`src/rtl/serial_word_feeder.sv`:
```
// Parallel-to-serial word feeder: valid/ready word intake, one-word holding buffer,
// LSB-first serial replay. Define SERIAL_FEEDER_FLUSH_EN to append FLUSH_BITS zeros per word.
module serial_word_feeder #(
  parameter int unsigned INPUT_WIDTH = 8,
  parameter int unsigned FLUSH_BITS  = 3
) (
  input  logic                   clk,
  input  logic                   rst_n,
  input  logic [INPUT_WIDTH-1:0] word_in,
  input  logic                   word_valid,
  output logic                   word_ready,
  output logic                   bit_out,
  output logic                   bit_valid,
  output logic                   bit_first,
  output logic                   bit_last,
  output logic                   bit_flush,
  output logic                   busy,
  output logic [7:0]             words_sent
);

  localparam int unsigned IDX_W = (INPUT_WIDTH > 1) ? $clog2(INPUT_WIDTH) : 1;
  localparam logic [IDX_W-1:0] LAST_IDX = IDX_W'(INPUT_WIDTH - 1);

  localparam logic [1:0] ST_IDLE  = 2'd0;
  localparam logic [1:0] ST_SHIFT = 2'd1;
`ifdef SERIAL_FEEDER_FLUSH_EN
  localparam logic [1:0] ST_FLUSH = 2'd2;
  localparam logic [3:0] LAST_FC  = 4'(FLUSH_BITS - 1);
`endif

  if (INPUT_WIDTH < 2 || INPUT_WIDTH > 32 || FLUSH_BITS < 1 || FLUSH_BITS > 15) begin : g_param_check
    $error("serial_word_feeder: INPUT_WIDTH or FLUSH_BITS out of range");
  end

  logic [1:0]             r_state;
  logic [INPUT_WIDTH-1:0] r_buf;
  logic                   r_buf_full;
  logic [INPUT_WIDTH-1:0] r_sh;
  logic [IDX_W-1:0]       r_idx;
  logic [7:0]             r_words_sent;
`ifdef SERIAL_FEEDER_FLUSH_EN
  logic [3:0]             r_fcnt;
`endif

  logic w_shift;
  logic w_last_bit;
  logic w_flush;

  always_comb begin
    w_shift    = (r_state == ST_SHIFT);
    w_last_bit = w_shift && (r_idx == LAST_IDX);
`ifdef SERIAL_FEEDER_FLUSH_EN
    w_flush    = (r_state == ST_FLUSH);
`else
    w_flush    = 1'b0;
`endif
  end

  always_ff @(posedge clk or negedge rst_n) begin
    if (!rst_n) begin
      r_state      <= ST_IDLE;
      r_buf        <= '0;
      r_buf_full   <= 1'b0;
      r_sh         <= '0;
      r_idx        <= '0;
      r_words_sent <= '0;
`ifdef SERIAL_FEEDER_FLUSH_EN
      r_fcnt       <= '0;
`endif
    end else begin
      // Intake only when empty and reload only when full, so these never touch r_buf_full together.
      if (word_valid && !r_buf_full) begin
        r_buf      <= word_in;
        r_buf_full <= 1'b1;
      end
      case (r_state)
        ST_IDLE: begin
          if (r_buf_full) begin
            r_sh       <= r_buf;
            r_buf_full <= 1'b0;
            r_idx      <= '0;
            r_state    <= ST_SHIFT;
          end
        end
        ST_SHIFT: begin
          r_sh  <= r_sh >> 1;
          r_idx <= r_idx + IDX_W'(1);
          if (w_last_bit) begin
            r_words_sent <= r_words_sent + 8'd1;
`ifdef SERIAL_FEEDER_FLUSH_EN
            r_fcnt  <= '0;
            r_state <= ST_FLUSH;
`else
            if (r_buf_full) begin
              r_sh       <= r_buf;
              r_buf_full <= 1'b0;
              r_idx      <= '0;
            end else begin
              r_state <= ST_IDLE;
            end
`endif
          end
        end
`ifdef SERIAL_FEEDER_FLUSH_EN
        ST_FLUSH: begin
          r_fcnt <= r_fcnt + 4'd1;
          if (r_fcnt == LAST_FC) begin
            if (r_buf_full) begin
              r_sh       <= r_buf;
              r_buf_full <= 1'b0;
              r_idx      <= '0;
              r_state    <= ST_SHIFT;
            end else begin
              r_state <= ST_IDLE;
            end
          end
        end
`endif
        default: r_state <= ST_IDLE;
      endcase
    end
  end

  always_comb begin
    word_ready = !r_buf_full;
    bit_valid  = (r_state != ST_IDLE);
    bit_out    = w_shift && r_sh[0];
    bit_first  = w_shift && (r_idx == '0);
    bit_last   = w_last_bit;
    bit_flush  = w_flush;
    busy       = (r_state != ST_IDLE) || r_buf_full;
    words_sent = r_words_sent;
  end

endmodule

```
`config.mk`:
```
export PLATFORM = sky130hd
export DESIGN_NAME = serial_word_feeder
export DESIGN_NICKNAME = d
export VERILOG_FILES = /design/src/rtl/serial_word_feeder.sv
export SDC_FILE = /design/constraint.sdc
export NUM_CORES = 1
export LEC_CHECK = 0
export ABC_CLOCK_PERIOD_IN_PS = 2100
export CORE_ASPECT_RATIO = 1.75
export CORE_MARGIN = 10
export CORE_UTILIZATION = 50
export CTS_CLUSTER_SIZE = 10
export DETAILED_ROUTE_END_ITERATION = 16
export GPL_TIMING_DRIVEN = 1
export PLACE_DENSITY = 0.83
export SLEW_MARGIN = 20
export SYNTH_ARGS = -nofsm -noshare
export SYNTH_HDL_FRONTEND = slang
export SYNTH_SLANG_ARGS = --single-unit
```
`constraint.sdc`:
```
create_clock -name clk -period 2.1 [get_ports clk]
set_input_delay 0.42 -clock clk [delete_from_list [all_inputs] [get_ports clk]]
set_output_delay 0.42 -clock clk [all_outputs]
set_load 0.05 [all_outputs]
```
After elaboration in Yosys (flattened, before gate mapping)
Index checks and enable logic that the tools add are counted.
- output and inout bits: 15
- bits in registers: 30
- bits of input ports: 11
- equal/unequal tests: 5
- add/subtract/negate cells: 2
- reduce and logical (&&, ||, !) cells: 13
- mux-type cells: 16
- operator list (operator ; number):
    2-to-1 mux 8 bit ; 3
    one-hot mux 8 bit (2 select lines) ; 1
    2-to-1 mux 3 bit ; 3
    adder 8 x 1 -> 8 bit (second input constant) ; 1
    2-to-1 mux 2 bit ; 3
    != test 2 bit (second input constant) ; 3
    one-hot mux 3 bit (2 select lines) ; 1
    logical AND 1 bit ; 4
    one-hot mux 2 bit (2 select lines) ; 1
    AND reduction 2 bit ; 2
    nonzero test 2 bit ; 2
    adder 3 x 1 -> 3 bit (second input constant) ; 1
    equality test 3 bit (second input constant) ; 1
    zero test 3 bit ; 1
    2-to-1 mux 1 bit ; 3
    AND reduction 3 bit ; 1
    equality test 2 x 1 -> 1 bit (second input constant) ; 1
    zero test 2 bit ; 1
    one-hot mux 1 bit (2 select lines) ; 1
    zero test 1 bit ; 1
    logical OR 1 bit ; 1

Logic depth before layout (Yosys ltp)
- depth in word-level cells: 6
- mapped depth: 6

Worst setup path after synthesis
No wires, ideal clock.
- path kind: reg-to-output
- start point: register r_state[0]
- end point: output port bit_first
- slack: -357 ps
- data arrival time: 2037 ps
- cell stages (with the launch flop): 4
- data required time: 1680 ps
- cells stage by stage: dfrtp_1 > buf_4 > inv_2 > nor3b_1
- longest elaborated chain between the ends: 2
- ends and longest elaborated chain (item ; RTL line ; text):
    start, declared ; 35 ; logic [1:0] r_state;
    start signal, assigned ; 61 ; r_state <= ST_IDLE;
    start signal, assigned ; 82 ; r_state <= ST_SHIFT;
    start signal, assigned ; 99 ; r_state <= ST_IDLE;
    equality test 2 x 1 -> 1 bit ; 50 ; w_shift = (r_state == ST_SHIFT);
    logical AND 1 bit ; 128 ; bit_first = w_shift && (r_idx == '0);
    end, declared ; 14 ; output logic bit_first,
No other way between the ends.

Worst setup path in the final report
- start point: register r_idx[1]
- end point: output port bit_last
- longest elaborated chain between the ends: 2
- ends and longest elaborated chain (item ; RTL line ; text):
    start, declared ; 39 ; logic [IDX_W-1:0] r_idx;
    start signal, assigned ; 87 ; r_idx <= r_idx + IDX_W'(1);
    equality test 3 bit ; 51 ; w_last_bit = w_shift && (r_idx == LAST_IDX);
    logical AND 1 bit ; 51 ;
    end, declared ; 15 ; output logic bit_last,
No other way between the ends.

==> summary.txt <==
Logic pwr share = 42.5%
Synthesis Warnings = 0
CP Data Required Time = 1.68 ns
RSZ-0062 raised after global routing = false
post-synthesis cell type count = 28
Die Wd = 59.2 um
largest net degree at the start of global routing = 30
Placer Congestion = 0.777
Die Area = 5240 um^2
vias in the first global route = 1015
Max VDD drop = 927 uV
post-synthesis register bit count = 29
clock skew = 0.00399 ns
final slew viol count = 0
P_leak = 0.799 nW
Seq/Total Area, Yosys = 54.1%
post-route worst setup slack = 0.118 ns
Mapped Cells = 115
Setup crit start = r_idx[1]
share of post-route cells with drive strength above 1 = 19.4%
Slew HR = 66.3%
worst hold path class = reg2reg
Initial Utilization = 53.2%
CTS buffer count = 5
top cell type's share of synthesized area = 54.1%
initial antenna violation count = 0
Cell Int Power = 1.55 mW
Fin. Hold Viols = 0
# diodes = 0
commonest non-fill, non-tap cell in the layout = dfrtp_1
Final Util = 68.5%
total negative setup slack = 0 ns
Iteration-0 DRC Markers = 10
Reg clk slew, reported paths = 0.06 ns
number of setup violations in the final report = 0
clock power share = 19.8%
Synth area leader = dfrtp_1
total grt overflow = 0
post-CTS setup buffer count = 0
clock buffer depth = 2
Startpoint Class = register
HP Start = words_sent[7]
reg2reg setup slack = 0.53 ns
origin of the critical flop-to-flop path = r_idx[1]
drt total wl = 2800 um
hpwl dp = 2150 um
Core Box Area = 2520 um^2
Fmax achieved = 0.504 GHz
post-route clock period utilization = 94.4%
Flop pwr share = 37.7%
Power per Cell Area = 1470 nW/um^2
first-pass GRT wire length = 4800 um
mapped cell area = 1340 um^2
Antenna Nets Post-Route = 0
Clock Latency Late Sink = 0.28 ns
CTS tree = yes
die height = 88.6 um
switching pwr = 999 uW
dominant cells by area after synthesis = dfrtp_1 (54%), mux2_1 (6.7%), a2bb2oi_2 (5.6%)
vias after detailed routing = 931
Remaining DRCs = 0
Slew @ Worst Pin = 0.503 ns
I/O pins = 26
max_cap viols = 0
Root Driver = clkbuf_8
Rows = 24
Buffers on Ports = 24
Net Sw Frac = 39.3%
WL/cell = 16.5 um
post-synthesis average cell area = 11.7 um^2
layout net count = 159
commonest cells after routing, fill and taps aside = dfrtp_1 (29), clkdlybuf4s50_1 (18), nand2_1 (17)
CTS H-tree lvls = 2
Worst Path Max Fanout = 7
reg2reg path depth = 5
Hold Path Stages = 1
status = completed
dpl ws = 0.382 ns
Synthesized Nets = 131
Syn-to-layout area delta = 28.6%
Initial DRT Pass Iterations = 4
vias per cell = 5.48
CP Capture Type = primary output
crit path kind = reg2out
Total GRT Usage = 12.1%
clock sink count = 29
Arrival @ worst endpoint = 1.56 ns
fin crit period = 1.98 ns
cells by family (layout without fill, tap and decap cells):
group | Yosys count | count (layout) | synth area share, %
AO/OA/AOI/OAI | 22 | 22 | 13.5
XOR/XNOR | 7 | 7 | 4.57
adder cells (fa/ha/maj) | 5 | 5 | 4.66
buffers and inverters | 11 | 40 | 4.47
flip-flops | 29 | 29 | 54.1
multiplexers | 9 | 9 | 7.83
other | 1 | 1 | 0.279
AND/OR/NAND/NOR | 31 | 31 | 10.6
metrics by stage:
| stage | hold WS, ns | power (mW) | cells | instance area, um^2 |
|---|---|---|---|---|
| 6_report | 0.467 | 2.54 | 170 | 1730 |
| 5_1_grt | 0.510 | 2.71 | 170 | 1730 |
| 4_1_cts | 0.473 | 2.57 | 170 | 1730 |
| 3_5_place_dp | 0.465 | 2.06 | 162 | 1620 |
| 3_3_place_gp | 0.456 | 2.00 | 162 | 1620 |
| 2_1_floorplan | 0.124 | 1.71 | 115 | 1350 |
timing repair:
action / in CTS / in global routing
hold buffers: 0 / 0
resized for setup: 0 / 1
setup endpoints to repair: 0 / 1
worst max-delay path: stages (launching register included):
cell	delay (ns)
dfrtp_1	0.39
ha_1	0.19
ha_1	0.25
and2_2	0.29
buf_12	0.17
cell usage after synthesis, drive strengths merged:
cell type / count
nor2b: 1
nor3b: 1
a2bb2oi: 7
nor2: 2
inv: 5
a21boi: 1
nand2: 17
and3: 1
dfrtp: 29
conb: 1
mux2: 9
a21oi: 8
xnor2: 3
o21bai: 1
buf: 6
ha: 5
nor3: 2
nand3: 2
xor2: 4
o21ai: 4
and2: 2
a21bo: 1
nand4: 3
cell type report:
type | count | area [um^2]
fill | 201 | 796
tap | 26 | 32.5
clock buffer | 7 | 96.3
clock inverter | 1 | 5.00
multi-input combinational | 75 | 563
sequential | 29 | 726
inverter | 5 | 18.8
timing repair buffer | 27 | 285
path summary, 6_finish.rpt:
kind / end
max in group asynchronous: r_sh[1]
worst min register to register: words_sent[7]
worst max-delay path: bit_last
min in group asynchronous: words_sent[5]
worst max register to register: r_sh[2]
worst min-delay path: words_sent[7]
power by group through the flow:
stage | Combinational (mW) | Sequential [mW] | Clock (mW)
global route | 1.19 | 0.987 | 0.537
floorplan | 0.641 | 1.06 | 0
global placement | 1.05 | 0.945 | 0
finish | 1.08 | 0.960 | 0.503
CTS | 1.10 | 0.961 | 0.510
detailed placement | 1.10 | 0.969 | 0
state kept, by name (all words and copies together) (netlist names):
| name | flops |
|---|---|
| r_sh | 8 |
| r_buf | 8 |
| r_state | 1 |
| words_sent | 8 |
| r_buf_full | 1 |
| r_idx | 3 |
layer usage:
layer  wire length [um]  GRT usage, %
met5                  0             0
met4                 63          6.92
met3                262          6.31
met2               1390          18.8
met1               1080          12.7
Power figures use the tool's default switching activity.
